### config.mk
export PLATFORM = sky130hd
export DESIGN_NAME = lms_coeff_update
export DESIGN_NICKNAME = d
export VERILOG_FILES = /design/src/rtl/fse_lms_pkg.sv /design/src/rtl/lms_tap_acc.sv /design/src/rtl/lms_coeff_update.sv
export SDC_FILE = /design/constraint.sdc
export NUM_CORES = 2
export LEC_CHECK = 0
export ABC_AREA = 1
export CORE_MARGIN = 1.5
export CORE_UTILIZATION = 67
export DETAILED_ROUTE_END_ITERATION = 8
export HOLD_SLACK_MARGIN = 0.06
export PLACE_DENSITY_LB_ADDON = 0.12
export SYNTH_ARGS = -nofsm -noshare
export SYNTH_HDL_FRONTEND = slang
export SYNTH_HIERARCHICAL = 1
export SYNTH_SLANG_ARGS = --single-unit
### constraint.sdc
create_clock -name clk -period 15.3 [get_ports clk]
set_clock_uncertainty 0.2 [all_clocks]
set_input_delay 3.06 -clock clk [delete_from_list [all_inputs] [get_ports clk]]
set_output_delay 3.06 -clock clk [all_outputs]
set_load 0.03 [all_outputs]
### src/rtl/fse_lms_pkg.sv
// Shared definitions for the fractionally spaced equalizer and its LMS adaptation engine.
// Holds the pipeline alignment, slicer scaling, FSM encodings and tap packing helper.
package fse_lms_pkg;

    // FIR output y(t) lags the input sample feeding tap 0 by this many clocks
    localparam int LAT = 2;

    localparam logic [1:0] ST_FILL   = 2'd0;
    localparam logic [1:0] ST_ADAPT  = 2'd1;
    localparam logic [1:0] ST_FREEZE = 2'd2;

    // +1.0 in a fixed-point format with nbf fractional bits; -1.0 is its negation
    function automatic int slicer_one(input int nbf);
        return 1 << nbf;
    endfunction

    // MSB index of tap i in a packed coefficient bus of nb-bit taps
    function automatic int tap_hi(input int i, input int nb);
        return nb * (i + 1) - 1;
    endfunction

endpackage

### src/rtl/lms_tap_acc.sv
// One LMS tap: acc <= sat(acc + ((e*regressor) <<< ALIGN) >>> shift) when upd is high.
// Registered output, one cycle from upd to coeff; no backpressure.
module lms_tap_acc #(
    parameter int NBe     = 9,
    parameter int NBx     = 8,
    parameter int NBacc   = 16,
    parameter int NBcoeff = 7,
    parameter int ALIGN   = 4,
    parameter int NBsh    = 4
) (
    input  logic                      clk,
    input  logic                      reset,
    input  logic signed [NBe-1:0]     e,
    input  logic signed [NBx-1:0]     regressor,
    input  logic        [NBsh-1:0]    shift,
    input  logic                      upd,
    input  logic        [NBacc-1:0]   init,
    output logic        [NBcoeff-1:0] coeff
);

    localparam int PW = NBe + NBx;
    localparam int AW = PW + ALIGN;
    // one guard bit above the wider of term and acc so the sum can never wrap
    localparam int SW = ((AW > NBacc) ? AW : NBacc) + 1;

    localparam logic signed [SW-1:0] ACC_MAX = {{(SW-NBacc+1){1'b0}}, {(NBacc-1){1'b1}}};
    localparam logic signed [SW-1:0] ACC_MIN = {{(SW-NBacc+1){1'b1}}, {(NBacc-1){1'b0}}};

    logic signed [NBacc-1:0] acc;
    logic signed [PW-1:0]    prod;
    logic signed [AW-1:0]    term;
    logic signed [SW-1:0]    sum;

    always_comb begin
        prod = PW'(e) * PW'(regressor);
        term = (AW'(prod) <<< ALIGN) >>> shift;
        sum  = SW'(acc) + SW'(term);
    end

    always_ff @(posedge clk) begin
        if (!reset) begin
            acc <= init;
        end else if (upd) begin
            if (sum > ACC_MAX) begin
                acc <= ACC_MAX[NBacc-1:0];
            end else if (sum < ACC_MIN) begin
                acc <= ACC_MIN[NBacc-1:0];
            end else begin
                acc <= sum[NBacc-1:0];
            end
        end
    end

    assign coeff = acc[NBacc-1 -: NBcoeff];

endmodule

### src/rtl/lms_coeff_update.sv
// Decision-directed PAM2 LMS engine: one update per symbol (every second clock) over Ncoeff taps.
// coeff and err are registered one edge after the symbol cycle; enable low freezes taps, no backpressure.
module lms_coeff_update
    import fse_lms_pkg::*;
#(
    parameter int NBin     = 8,
    parameter int NBFin    = 5,
    parameter int NBy      = 8,
    parameter int NBFy     = 5,
    parameter int Ncoeff   = 9,
    parameter int NBcoeff  = 7,
    parameter int NBFcoeff = 5,
    parameter int NBacc    = 16,
    parameter int NBFacc   = 14,
    parameter int MU_SHIFT = 4
) (
    input  logic                        clk,
    input  logic                        reset,
    input  logic signed [NBin-1:0]      x,
    input  logic signed [NBy-1:0]       y,
    input  logic                        enable,
    input  logic        [1:0]           mu_sel,
    input  logic                        phase_sel,
    output logic [Ncoeff*NBcoeff-1:0]   coeff,
    output logic signed [NBy:0]         err,
    output logic                        adapting
);

    if (NBacc - NBFacc != NBcoeff - NBFcoeff) begin : g_bad_fmt
        $error("accumulator and coefficient integer widths differ");
    end

    // dline[k] holds x(t-1-k), so tap m's regressor x(t-LAT-m) sits at dline[LAT+m-1]
    localparam int NDL   = Ncoeff + LAT - 1;
    localparam int FILL  = Ncoeff + LAT;
    localparam int CW    = $clog2(FILL + 1);
    localparam int ALIGN = NBFacc - NBFy - NBFin;
    localparam int ONE_Y = slicer_one(NBFy);
    localparam int ONE_A = slicer_one(NBFacc);

    localparam logic signed [NBy:0] D_POS = (NBy+1)'(ONE_Y);
    localparam logic signed [NBy:0] D_NEG = -D_POS;

    logic signed [NBin-1:0] dline [NDL];
    logic                   phase;
    logic [1:0]             state;
    logic [CW-1:0]          fill_cnt;
    logic                   sym;
    logic                   upd;
    logic signed [NBy:0]    y_ext;
    logic signed [NBy:0]    d;
    logic signed [NBy:0]    e;
    logic [3:0]             shift;

    assign sym   = (phase == phase_sel);
    assign upd   = (state == ST_ADAPT) && sym && enable;
    assign y_ext = {y[NBy-1], y};
    assign d     = y[NBy-1] ? D_NEG : D_POS;
    assign e     = d - y_ext;
    assign shift = 4'(MU_SHIFT) + 4'(mu_sel);

    assign adapting = (state == ST_ADAPT);

    always_ff @(posedge clk) begin
        if (!reset) begin
            phase    <= 1'b0;
            state    <= ST_FILL;
            fill_cnt <= '0;
            err      <= '0;
            for (int i = 0; i < NDL; i++) begin
                dline[i] <= '0;
            end
        end else begin
            phase    <= ~phase;
            dline[0] <= x;
            for (int i = 1; i < NDL; i++) begin
                dline[i] <= dline[i-1];
            end

            case (state)
                ST_FILL: begin
                    if (fill_cnt == CW'(FILL - 1)) begin
                        state <= enable ? ST_ADAPT : ST_FREEZE;
                    end else begin
                        fill_cnt <= fill_cnt + 1'b1;
                    end
                end
                ST_ADAPT: begin
                    if (!enable) begin
                        state <= ST_FREEZE;
                    end
                end
                ST_FREEZE: begin
                    if (enable) begin
                        state <= ST_ADAPT;
                    end
                end
                default: state <= ST_FILL;
            endcase

            // err stays at its reset value of 0 throughout FILL
            if (state != ST_FILL && sym) begin
                err <= e;
            end
        end
    end

    for (genvar m = 0; m < Ncoeff; m++) begin : g_tap
        localparam logic [NBacc-1:0] INIT = (m == Ncoeff / 2) ? NBacc'(ONE_A) : '0;

        lms_tap_acc #(
            .NBe     (NBy + 1),
            .NBx     (NBin),
            .NBacc   (NBacc),
            .NBcoeff (NBcoeff),
            .ALIGN   (ALIGN),
            .NBsh    (4)
        ) u_tap (
            .clk       (clk),
            .reset     (reset),
            .e         (e),
            .regressor (dline[LAT + m - 1]),
            .shift     (shift),
            .upd       (upd),
            .init      (INIT),
            .coeff     (coeff[tap_hi(m, NBcoeff) -: NBcoeff])
        );
    end

endmodule

==> results.md <==
* CP Launch Type: primary input
* RSZ-0062 raised after global routing: false
* Post-Synthesis Cells at 9,500
* Max Root-Sink Buffers at 3
* TNS Setup at 0 ps
* Ys Warns at 6
* Reg-to-reg startpoint: dline[0][23]
* # fillers at 7,910
* Root buffer cell: clkbuf_16
* Worst Hold Class: register to register
* Fmax achieved at 86.88 MHz
* Top post-synthesis cells by area: nand2_1, fa_1, inv_1, ha_1, edfxtp_1
* Final Util at 70.93%
* Final min period at 11,510 ps
* First-pass detailed-route iteration total at 6
* Sink Count at 240
* Antenna-violating nets left at 0
* Fraction of registers with async set/reset at 0%
* Worst setup EP type: register
* Worst Hold Path Cells at 2
* Setup repair bufs after CTS at 0
* Post-cts sizing count at 0
* Worst Path Arrival at 11,690 ps
* Post-synth EDFFs at 144
* Placed cell count at 10,580
* CP most frequent cell: nand2_1
* Clock transition at path regs at 50 ps
* Status: completed
* Fin cells at 10,650
* Cts hold-fix bufs at 0
* DRC Markers at 0
* Rows at 108
* Final nets at 10,530
* Antenna violations before repair at 3
* Vias after detailed routing at 54,790
* Pwr Density at 63.86 nW/um^2
* Worst Path Required at 15,480 ps
* Area Growth Syn to Fin at 4.454%
* IO Port Bufs at 94
* Crit Path Max Fanout at 37
* Vias in the first global route at 53,390
* Pleak at 37.61 nW
* Share of the synthesized area in the top cell type at 21.13%
* First-pass GRT wire length at 248,400 um
* CTS tree: yes
* Final hold viol count at 0
* Final setup violation count at 0
* Hold path start: dline[0][1]
* Tcrit/Tclk final at 75.23%
* Maximum vdd drop at 0.0001219 V
* Total track usage at 33.01%
* Top_reg_cell synth: edfxtp_1
* Slowest-stage cell, CP: nand2_2
* Cell taking the most area after synthesis: nand2_1
* IO Count at 95
* Final Max Tran Viols at 0
* Max Cap Viol at 0
* Hold endpoint: dline[0][9]
* Routability congestion estimate at 0.9644
* Yosys cell types at 51
* Largest net degree at the start of global routing at 117
* Depth of the worst register-to-register path at 34
* Layout cells sized above 1 at 5.266%
* Most frequent cells after synthesis: nand2_1, inv_1, nand3_1
* Die ar. at 90,130 sq um
* Depth of the CTS H-tree at 2
* Reg-to-Reg End: g_tap[1].u_tap/acc[10]
* Slew Limit Headroom at 31.88%
* Core Footprint at 87,160 sq um
* Sequential share of the synthesized area at 10.55%
* Max incr delay on CP at 720 ps
* Die Ht at 300.2 um
* Cts bufs inserted at 36
* Die X at 300.2 um
* Initial drt markers at 3,842
* HPWL Detailed at 117,800 um
* R2r setup slk at 7700 ps
* Clk_lat worst skew at 630 ps
* Post-Route WL at 145,900 um
* Remaining global-route overflow at 0
* Worst slew pin tran at 1022 ps
* Synthesized cell area at 59,190 sq um
* Seq cells post-synth at 240
* Initial Util at 67.91%
* DR vias/cell at 5.144
* Path type of the worst setup path: primary input to register
* Routed wire per std cell at 13.70 um
* Mean Syn Cell Area at 6.230 sq um
* Count leader, synth: nand2_1
layout make-up:
cell class,instances,area (sq um),area share (%)
Antenna cell,1,2.502,0.004048
Clock buffer,48,1040,1.682
Clock inverter,18,207.7,0.3360
Inverter,2206,8282,13.40
Multi-Input combinational cell,6866,43480,70.33
Sequential cell,240,6246,10.10
Tap cell,1155,1445,2.338
Timing Repair Buffer,117,1122,1.815
stage by stage:
stage	power [mW]	instance area (sq um)	setup WS (ps)	hold WS (ps)
finish	3.948	61820	3789	208.7
detailed placement	3.022	60570	3279	198.2
global placement	2.985	60570	3456	194.3
floorplan	2.619	59860	5418	190.5
global route	4.289	61820	3214	238.9
CTS	3.939	61820	3920	211.4
flip-flops by register name, summed over array words and instances, names as in the netlist:
name             flops
fill_cnt             4
err                  9
dline               80
g_tap.u_tap/acc    144
phase                1
state                2
cells in the final DEF, fill, tap and decap left out, types with 6 or more instances in the layout:
cell / netlist / routed
inv_2: 37 / 38
o21ai_0: 284 / 284
a31oi_1: 12 / 12
dfxtp_1: 96 / 96
nor2_1: 370 / 368
xnor2_1: 93 / 93
nor2_2: 62 / 62
or2_2: 52 / 52
buf_4: 63 / 25
nand2_4: 13 / 13
nand4_1: 58 / 58
edfxtp_1: 144 / 144
clkbuf_1: 252 / 6
xor2_1: 91 / 89
o311ai_0: 9 / 9
clkdlybuf4s50_1: 0 / 90
conb_1: 2 / 181
nand2_1: 3331 / 3329
o21bai_1: 25 / 25
fa_1: 558 / 558
nor2_4: 12 / 14
o21ai_1: 9 / 9
nand2_2: 158 / 160
clkbuf_16: 0 / 39
nand3_2: 12 / 12
a21oi_1: 257 / 257
clkinv_1: 32 / 35
a21oi_2: 39 / 39
ha_1: 481 / 480
inv_1: 2136 / 2135
nand3_1: 670 / 670
o211ai_1: 6 / 6
nand3b_1: 23 / 23
nor3_1: 18 / 18
kinds of logic after synthesis:
family	Yosys count	synth area share [%]
mux	5	0.08456
simple gates	4803	34.22
fa+ha+maj	1039	29.04
other cells	2	0.01269
flops	240	10.55
xor+xnor	184	2.723
compound gates	654	6.112
buf+inv	2573	17.25
where the power goes:
group | total [mW] | internal [mW] | switching [mW] | leakage (nW)
clock | 0.892 | 0.534 | 0.358 | 0.607
combinational | 2.24 | 0.759 | 1.48 | 34.8
sequential | 0.815 | 0.767 | 0.0483 | 2.18
metal layers:
| layer | track usage, % | wire length, um | vias up |
|---|---|---|---|
| met1 | 43.36 | 64110 | 24920 |
| met4 | 9.007 | 3387 | 2 |
| met3 | 3.432 | 8742 | 237 |
| met5 | 0 | 15 | - |
| li1 | - | - | 28090 |
| met2 | 57.74 | 69650 | 1534 |
critical path, delay by kind of cell:
kind            cells  cell delay (ps)
simple gates       25             3580
fa+ha+maj           7             2940
buf+inv             8             1410
compound gates      3              590
worst max-delay path by stage:
stage,startpoint,end,slack [ps],cells after the start
after global routing,y[6],g_tap[6].u_tap/acc[3],3210,41
after floorplan,y[6],g_tap[0].u_tap/acc[10],5420,43
after detailed placement,y[1],g_tap[0].u_tap/acc[10],3280,43
after global placement,y[6],g_tap[0].u_tap/acc[12],3460,44
after CTS,y[1],g_tap[0].u_tap/acc[10],3920,43
final,y[1],g_tap[0].u_tap/acc[10],3790,43
Note: power is estimated with default switching activity, not from simulation.
